**config.mk**
```make
export PLATFORM = sky130hd
export DESIGN_NAME = mem_port_arbiter
export DESIGN_NICKNAME = d
export VERILOG_FILES = /design/src/rtl/mem_port_arbiter.sv
export SDC_FILE = /design/constraint.sdc
export NUM_CORES = 1
export LEC_CHECK = 0
export CORE_ASPECT_RATIO = 0.75
export CORE_UTILIZATION = 39
export CTS_CLUSTER_SIZE = 30
export DETAILED_ROUTE_END_ITERATION = 12
export PLACE_DENSITY = 0.95
export SLEW_MARGIN = 20
export SYNTH_ARGS = -nofsm -noshare
export SYNTH_HDL_FRONTEND = slang
export SYNTH_SLANG_ARGS = --single-unit
```
**constraint.sdc**
```tcl
create_clock -name clk_i -period 3.1 [get_ports clk_i]
set_clock_uncertainty 0.05 [all_clocks]
set_input_delay 0.465 -clock clk_i [delete_from_list [all_inputs] [get_ports clk_i]]
set_output_delay 0.465 -clock clk_i [all_outputs]
set_load 0.005 [all_outputs]
```
**src/rtl/mem_port_arbiter.sv**
```systemverilog
// Shares one single-ported memory between the fetch (IF) and load/store (D) ports.
// One transaction in flight, round-robin on contention, response watchdog.
`timescale 1ns/1ps
module mem_port_arbiter #(
    parameter int unsigned ADDR_W  = 32,
    parameter int unsigned DATA_W  = 32,
    parameter int unsigned TIMEOUT = 15,
    parameter bit          D_FIRST = 1'b1
) (
    input  logic                clk_i,
    input  logic                reset_i,
    input  logic                if_req_i,
    input  logic [ADDR_W-1:0]   if_addr_i,
    output logic                if_gnt_o,
    output logic                if_rvalid_o,
    output logic [DATA_W-1:0]   if_rdata_o,
    input  logic                d_req_i,
    input  logic                d_we_i,
    input  logic [ADDR_W-1:0]   d_addr_i,
    input  logic [DATA_W-1:0]   d_wdata_i,
    input  logic [DATA_W/8-1:0] d_be_i,
    output logic                d_gnt_o,
    output logic                d_rvalid_o,
    output logic [DATA_W-1:0]   d_rdata_o,
    output logic                mem_req_o,
    output logic                mem_we_o,
    output logic [ADDR_W-1:0]   mem_addr_o,
    output logic [DATA_W-1:0]   mem_wdata_o,
    output logic [DATA_W/8-1:0] mem_be_o,
    input  logic                mem_gnt_i,
    input  logic                mem_rvalid_i,
    input  logic [DATA_W-1:0]   mem_rdata_i,
    output logic                err_o
);

    localparam int unsigned BE_W  = DATA_W / 8;
    localparam int unsigned TMR_W = (TIMEOUT > 1) ? $clog2(TIMEOUT) : 1;
    localparam logic        OWN_IF = 1'b0;
    localparam logic        OWN_D  = 1'b1;

    typedef enum logic [1:0] {
        S_IDLE  = 2'd0,
        S_ISSUE = 2'd1,
        S_WAIT  = 2'd2
    } state_e;

    state_e            state_q, state_d;
    logic              owner_q, owner_d;
    logic              last_q, last_d;
    logic              we_q, we_d;
    logic [ADDR_W-1:0] addr_q, addr_d;
    logic [DATA_W-1:0] wdata_q, wdata_d;
    logic [BE_W-1:0]   be_q, be_d;
    logic [TMR_W-1:0]  timer_q, timer_d;

    logic              grant_d;
    logic              grant_if;
    logic              resp_valid;
    logic [DATA_W-1:0] resp_data;

    // State and latched-request registers
    always_ff @(posedge clk_i) begin
        if (reset_i) begin
            state_q <= S_IDLE;
            owner_q <= OWN_IF;
            last_q  <= D_FIRST ? OWN_IF : OWN_D;
            we_q    <= 1'b0;
            addr_q  <= '0;
            wdata_q <= '0;
            be_q    <= '0;
            timer_q <= '0;
        end else begin
            state_q <= state_d;
            owner_q <= owner_d;
            last_q  <= last_d;
            we_q    <= we_d;
            addr_q  <= addr_d;
            wdata_q <= wdata_d;
            be_q    <= be_d;
            timer_q <= timer_d;
        end
    end

    // Next state, arbitration and response routing
    always_comb begin
        state_d     = state_q;
        owner_d     = owner_q;
        last_d      = last_q;
        we_d        = we_q;
        addr_d      = addr_q;
        wdata_d     = wdata_q;
        be_d        = be_q;
        timer_d     = timer_q;
        if_gnt_o    = 1'b0;
        d_gnt_o     = 1'b0;
        resp_valid  = 1'b0;
        resp_data   = '0;
        err_o       = 1'b0;
        mem_req_o   = 1'b0;
        mem_we_o    = 1'b0;
        mem_addr_o  = '0;
        mem_wdata_o = '0;
        mem_be_o    = '0;

        // On contention the port that was not served last wins
        grant_d  = d_req_i && (!if_req_i || (last_q == OWN_IF));
        grant_if = if_req_i && !grant_d;

        case (state_q)
            S_IDLE: begin
                err_o = mem_rvalid_i;
                if (grant_d) begin
                    d_gnt_o = 1'b1;
                    owner_d = OWN_D;
                    last_d  = OWN_D;
                    we_d    = d_we_i;
                    addr_d  = d_addr_i;
                    wdata_d = d_wdata_i;
                    be_d    = d_be_i;
                    state_d = S_ISSUE;
                end else if (grant_if) begin
                    if_gnt_o = 1'b1;
                    owner_d  = OWN_IF;
                    last_d   = OWN_IF;
                    we_d     = 1'b0;
                    addr_d   = if_addr_i;
                    wdata_d  = '0;
                    be_d     = '1;
                    state_d  = S_ISSUE;
                end
            end
            S_ISSUE: begin
                err_o       = mem_rvalid_i;
                mem_req_o   = 1'b1;
                mem_we_o    = we_q;
                mem_addr_o  = addr_q;
                mem_wdata_o = wdata_q;
                mem_be_o    = be_q;
                if (mem_gnt_i) begin
                    state_d = S_WAIT;
                    timer_d = '0;
                end
            end
            S_WAIT: begin
                // A response arriving on the expiry cycle still wins
                if (mem_rvalid_i) begin
                    resp_valid = 1'b1;
                    resp_data  = we_q ? '0 : mem_rdata_i;
                    state_d    = S_IDLE;
                end else if (timer_q == TMR_W'(TIMEOUT - 1)) begin
                    resp_valid = 1'b1;
                    err_o      = 1'b1;
                    state_d    = S_IDLE;
                end else begin
                    timer_d = timer_q + TMR_W'(1);
                end
            end
            default: state_d = S_IDLE;
        endcase

        if_rvalid_o = resp_valid && (owner_q == OWN_IF);
        d_rvalid_o  = resp_valid && (owner_q == OWN_D);
        if_rdata_o  = if_rvalid_o ? resp_data : '0;
        d_rdata_o   = d_rvalid_o ? resp_data : '0;

        if (reset_i) begin
            if_gnt_o    = 1'b0;
            d_gnt_o     = 1'b0;
            if_rvalid_o = 1'b0;
            d_rvalid_o  = 1'b0;
            if_rdata_o  = '0;
            d_rdata_o   = '0;
            err_o       = 1'b0;
        end
    end

endmodule
```
==> impl_metrics.yaml, run 1 <==
status:
  status: "finished clean"
timing:
  max_slew.worst_pin.slew_ps: 633
  period_minus_slack_ps: 2850
  slew_headroom_pct: 57.8
  timing.setup.tns_ps: 0
  max_freq_mhz: 351
  rsz0062_at_grt: "false"
  slew_violations: 0
  setup_ws_ps: 255
  timing_hold_violations_final: 0
  setup-violations-final: 0
  fin_crit_sh_pct: 91.8
clock_tree:
  clk_pin_slew_worst_paths_ps: 60
  clk_latency_ps: 320
  htree_num_levels: 3
  tritoncts: "yes"
  cts_post_setup_buffers_inserted: 0
  clock_path_buffers: 2
  numCtsBuffers: 9
  post_cts.resized_instances: 0
  cts_hold_buffers: 0
  clock-root-buffer: "sky130_fd_sc_hd__clkbuf_16"
  clock-sinks: 76
placement:
  placement.cell_area_um2: 6930
  place_congestion: 0.946
  dpl_worst_slack_ps: 422
  place.port_buffers: 277
  place_hpwl_um: 10800
  place_inst: 845
worst_setup_path:
  r2r_end: "be_q[1]"
  critical_path.startpoint_type: "flip-flop"
  crit_required_ps: 2580
  worstRegToRegCells: 4
  critical_path.max_stage_delay_ps: 500
  critical_path.top_delay_family: "simple AND/OR/NAND/NOR gates"
  path_cells: "nor3b_2, and4b_1, buf_4, and2_1, clkdlybuf4s50_1"
  worstSetupPathType: "flip-flop to output port"
  crit_path_start: "state_q[1]"
  worst-path-buf-inv: 2
  cp.arrival_ps: 2330
  reg2reg_slack_ps: 870
  worst_path_max_delay_cell: "sky130_fd_sc_hd__clkdlybuf4s50_1"
  worstSetupEndpointType: "output port"
  worst-path-max-fanout: 32
  worst_r2r_startpoint: "state_q[1]"
yosys:
  synthesis.area_um2: 4120
  synth.ff_latch_count: 76
  synth_top_area_share_pct: 36.9
  synth-warning-count: 0
  syn_avg_cell_area_um2: 8.86
  synth_sequential_area_ratio_pct: 36.9
  synth_top_cells_by_area: "sky130_fd_sc_hd__dfxtp_1 (37%), sky130_fd_sc_hd__and2_1 (20%), sky130_fd_sc_hd__a311oi_2 (11%)"
  library_cell_occupying_the_most_area_in_the_post_synthesis_netlist: "sky130_fd_sc_hd__dfxtp_1"
  syn-instance-count: 465
  synth_cell_types: 36
  synthesis.nets: 606
global_route:
  grt_first_pass_wirelength_um: 22000
  grt_antenna_before_repair: 0
  track_usage_pct: 25.6
  largest_net_degree_at_the_start_of_global_routing: 48
  number_of_global_route_vias_before_repair: 4376
  gr-total-overflow: 0
hold_path:
  timing.hold.worst.class: "flip-flop to flip-flop"
  worstHoldPathCells: 1
  timing.hold.worst_endpoint: "wdata_q[24]"
  hold_startpoint: "wdata_q[24]"
job:
  cap_viol_max_count: 0
detailed_routing:
  route.detailed.wl_per_inst_um: 16.7
  drt_iter0_markers: 209
  route.detailed.drc: 0
  firstDrtPassIters: 4
  vias: 4377
  antenna_violating_nets_post_route: 0
  wl_um: 14400
  post_drt_via_cell_ratio: 5.08
layout:
  layout.area.seq_um2: 1520
  postLayoutCellArea_um2: 7230
  layout-drive-gt1-share_pct: 9.66
  mostFrequentLayoutCells: "sky130_fd_sc_hd__clkdlybuf4s50_1 (276), sky130_fd_sc_hd__and2_1 (134), sky130_fd_sc_hd__dfxtp_1 (76)"
  layoutNonFillerInstCount: 861
  areaGrowthSynthToFinish_pct: 75.6
  layout_commonest_cell: "sky130_fd_sc_hd__clkdlybuf4s50_1"
  number_of_diodes: 0
  multiInputGateArea_um2: 2360
  fillers: 790
  nets: 861
die:
  core_area_um2: 10300
  top_level_ports: 278
  die_area_um2: 11000
  starting_density_of_the_core_pct: 40.0
  chipWidth_um: 121
  floorplan.rows: 32
  die_h_um: 91.0
power_and_ir_drop:
  total_power_mw: 2.84
  vdd_ir_drop_max_v: 0.000302
  pwr_density_cell_nw_per_um2: 393
  power_leakage_nw: 2.77
## final cells by class
class | count | area share [%]
clock inverter | 5 | 0.848
inverter | 4 | 0.208
clock buffer | 11 | 3.36
tap | 136 | 2.35
sequential | 76 | 21.0
timing repair buffer | 288 | 39.6
multi-input combinational | 341 | 32.6
## routing by layer
metal | part of all wire [%] | track usage [%]
met1 | 39 | 28.3
met2 | 51 | 46.5
met3 | 6.5 | 6.53
met4 | 3.2 | 10.2
met5 | 0 | 0
## synthesized netlist by cell type, drive strengths merged
cell type / instances
nor2b: 2
nand3: 1
a21oi: 34
dfxtp: 76
mux2i: 2
or2: 1
a22o: 33
and2: 135
nand2b: 3
o21ai: 2
a21boi: 1
clkbuf: 25
a22oi: 2
nor2: 8
nor3b: 2
a21bo: 1
a21o: 1
and3: 3
buf: 19
and4b: 2
a32o: 2
o221a: 5
and4: 1
nand2: 66
a311oi: 32
inv: 4
ha: 2
## metrics by stage
step	util, %	hold WS (ps)
after global placement	67.3	400
final	70.3	418
after global routing	70.3	441
after floorplan	-	384
after CTS	70.3	418
after detailed placement	67.3	400
## worst max path at each step
stage,slack [ps],cells past startpoint,end
finish,250,5,d_rdata_o[8]
CTS,240,5,d_rdata_o[14]
floorplan,1320,4,d_rdata_o[10]
global route,100,5,d_rdata_o[8]
detailed placement,420,5,d_rdata_o[14]
global placement,470,5,d_rdata_o[14]
## kinds of logic (layout without fill, tap and decap cells)
logic type	Yosys count	count (layout)	synth area share, %
flip-flops	76	76	36.9
buffers and inverters	48	308	6.08
adder cells (fa/ha/maj)	2	2	0.608
AO/OA/AOI/OAI	113	113	25.9
AND/OR/NAND/NOR	224	224	30.0
multiplexers	2	2	0.486
## flip-flops by register name (all words and copies together), names as in the netlist
signal / cells
addr_q: 32
we_q: 1
wdata_q: 32
be_q: 4
last_q: 1
state_q: 2
timer_q: 4
## power by group
part	switching, mW	leakage (nW)	internal [mW]	total, mW
combinational	0.295	2.00	0.380	0.674
sequential	0.0492	0.626	1.07	1.12
clock	0.403	0.150	0.648	1.05
total	0.747	2.77	2.10	2.84
Power figures use the tool's default switching activity.
==> inputs of run 2 (changes only) <==
Settings changed: SKIP_CTS_REPAIR_TIMING set to 1.
==> results of run 2 <==
Same layout as run 1: the final DEF is identical, and so are final timing and power.
==> inputs of run 3 (changes only) <==
Settings changed: CORE_AREA set to 2 2 109 111, CORE_ASPECT_RATIO 0.75 to not set, CORE_UTILIZATION 39 to not set, DIE_AREA set to 0 0 111 113, PLACE_DENSITY 0.95 to 0.9.
==> impl_metrics.yaml, run 3 (same netlist as run 1, synthesis figures left out) <==
timing:
  rsz0062_at_grt: "false"
  max_freq_mhz: 347
  timing_hold_violations_final: 0
  period_minus_slack_ps: 2880
  fin_crit_sh_pct: 92.9
  slew_headroom_pct: 60.0
  slew_violations: 0
  timing.setup.tns_ps: 0
  setup-violations-final: 0
  max_slew.worst_pin.slew_ps: 600
die:
  core_area_um2: 11300
  die_area_um2: 12500
  starting_density_of_the_core_pct: 36.5
  floorplan.rows: 39
  top_level_ports: 278
  chipWidth_um: 111
  die_h_um: 113
detailed_routing:
  antenna_violating_nets_post_route: 0
  drt_iter0_markers: 214
  firstDrtPassIters: 5
  route.detailed.drc: 0
  post_drt_via_cell_ratio: 5.05
  wl_um: 14200
  route.detailed.wl_per_inst_um: 16.4
  vias: 4382
clock_tree:
  numCtsBuffers: 9
  clock_path_buffers: 2
  clk_pin_slew_worst_paths_ps: 60
  htree_num_levels: 3
  tritoncts: "yes"
  clock-root-buffer: "sky130_fd_sc_hd__clkbuf_16"
  clk_latency_ps: 320
  clock-sinks: 76
worst_setup_path:
  worst_path_max_delay_cell: "sky130_fd_sc_hd__clkdlybuf4s50_1"
  cp.arrival_ps: 2360
  path_cells: "nor3b_2, and4b_1, buf_4, and2_1, clkdlybuf4s50_1"
  critical_path.max_stage_delay_ps: 520
  worstSetupEndpointType: "output port"
  worstSetupPathType: "flip-flop to output port"
  critical_path.startpoint_type: "flip-flop"
  worst-path-buf-inv: 2
  worst-path-max-fanout: 32
  crit_required_ps: 2580
  critical_path.top_delay_family: "simple AND/OR/NAND/NOR gates"
layout:
  mostFrequentLayoutCells: "sky130_fd_sc_hd__clkdlybuf4s50_1 (276), sky130_fd_sc_hd__and2_1 (134), sky130_fd_sc_hd__dfxtp_1 (76)"
  layout-drive-gt1-share_pct: 9.67
  nets: 862
  layout.area.seq_um2: 1520
  fillers: 900
  multiInputGateArea_um2: 2360
  number_of_diodes: 0
  biggestRegsByFlops: "addr_q x32, wdata_q x32"
  areaGrowthSynthToFinish_pct: 74.5
  layout_commonest_cell: "sky130_fd_sc_hd__clkdlybuf4s50_1"
power_and_ir_drop:
  switching_pwr_mw: 0.724
  seqPwrFrac_pct: 41.4
  pwr_density_cell_nw_per_um2: 376
  vdd_ir_drop_max_v: 0.000220
  netSwitchingFraction_pct: 26.8
  clock_power_share_pct: 33.8
  power_report.internal_total_mw: 1.98
  power_leakage_nw: 2.75
  total_power_mw: 2.70
  comb_power_share_pct: 24.8
status:
  status: "finished clean"
hold_path:
  timing.hold.worst.class: "flip-flop to flip-flop"
global_route:
  track_usage_pct: 21.6
  number_of_global_route_vias_before_repair: 4309
  grt_antenna_before_repair: 0
  grt_first_pass_wirelength_um: 22100
  largest_net_degree_at_the_start_of_global_routing: 43
  gr-total-overflow: 0
placement:
  place_congestion: 0.842
  place_hpwl_um: 10800
  place.port_buffers: 277
job:
  cap_viol_max_count: 0
==> run 3: cell types whose count changed in the layout (fill, tap and decap cells not counted), sizes merged <==
cell,previous run,this run
clkbuf,11,9
clkinvlp,0,1
bufinv,1,0
buf,12,13
==> run 3: worst reg2reg max path: stages (launching register included) <==
cell                      delay (ps)
sky130_fd_sc_hd__dfxtp_1         380
sky130_fd_sc_hd__nor2_2          450
sky130_fd_sc_hd__buf_4           400
sky130_fd_sc_hd__and2_4          590
sky130_fd_sc_hd__o221a_2         310
==> run 3: per-stage QoR <==
step / instance area, um2 / setup slack [ps] / instances / utilization (%) / hold slack (ps)
2_1_floorplan: 4120 / 1320 / 465 / - / 384
3_3_place_gp: 6930 / 468 / 853 / 61.5 / 398
3_5_place_dp: 6930 / 407 / 853 / 61.5 / 397
4_1_cts: 7190 / 190 / 867 / 63.7 / 418
5_1_grt: 7190 / 78.8 / 867 / 63.7 / 428
6_report: 7190 / 221 / 867 / 63.7 / 414
==> run 3: area by class of cell <==
| class | count | area share (%) |
|---|---|---|
| Clock buffer | 9 | 3.13 |
| Clock inverter | 5 | 0.435 |
| Timing Repair Buffer | 289 | 39.8 |
| Sequential cell | 76 | 21.2 |
| Multi-Input combinational cell | 341 | 32.8 |
| Tap cell | 143 | 2.49 |
| Inverter | 4 | 0.209 |
==> run 3: power by group through the flow <==
stage / registers, mW / clock network [mW] / logic [mW]
after global routing: 1.13 / 0.977 / 0.721
final: 1.12 / 0.914 / 0.669
after detailed placement: 1.14 / 0 / 0.672
after floorplan: 1.12 / 0 / 0.346
after CTS: 1.12 / 0.930 / 0.675
after global placement: 1.13 / 0 / 0.654
==> run 3: path summary, 6_finish.rpt <==
kind,start,endpoint,slack [ps],cells after the start
worst max-delay path,state_q[1],if_rdata_o[26],220,5
worst min-delay path,wdata_q[5],wdata_q[5],410,1
worst max register to register,state_q[1],be_q[3],870,4
worst min register to register,wdata_q[5],wdata_q[5],410,1
==> run 3: routing by layer <==
metal	global-route usage (%)	wire length, um	vias up
met5	0	0	-
met4	7.58	315	0
met3	4.61	936	25
met2	39.4	7110	181
met1	25.1	5880	2057
li1	-	-	2119
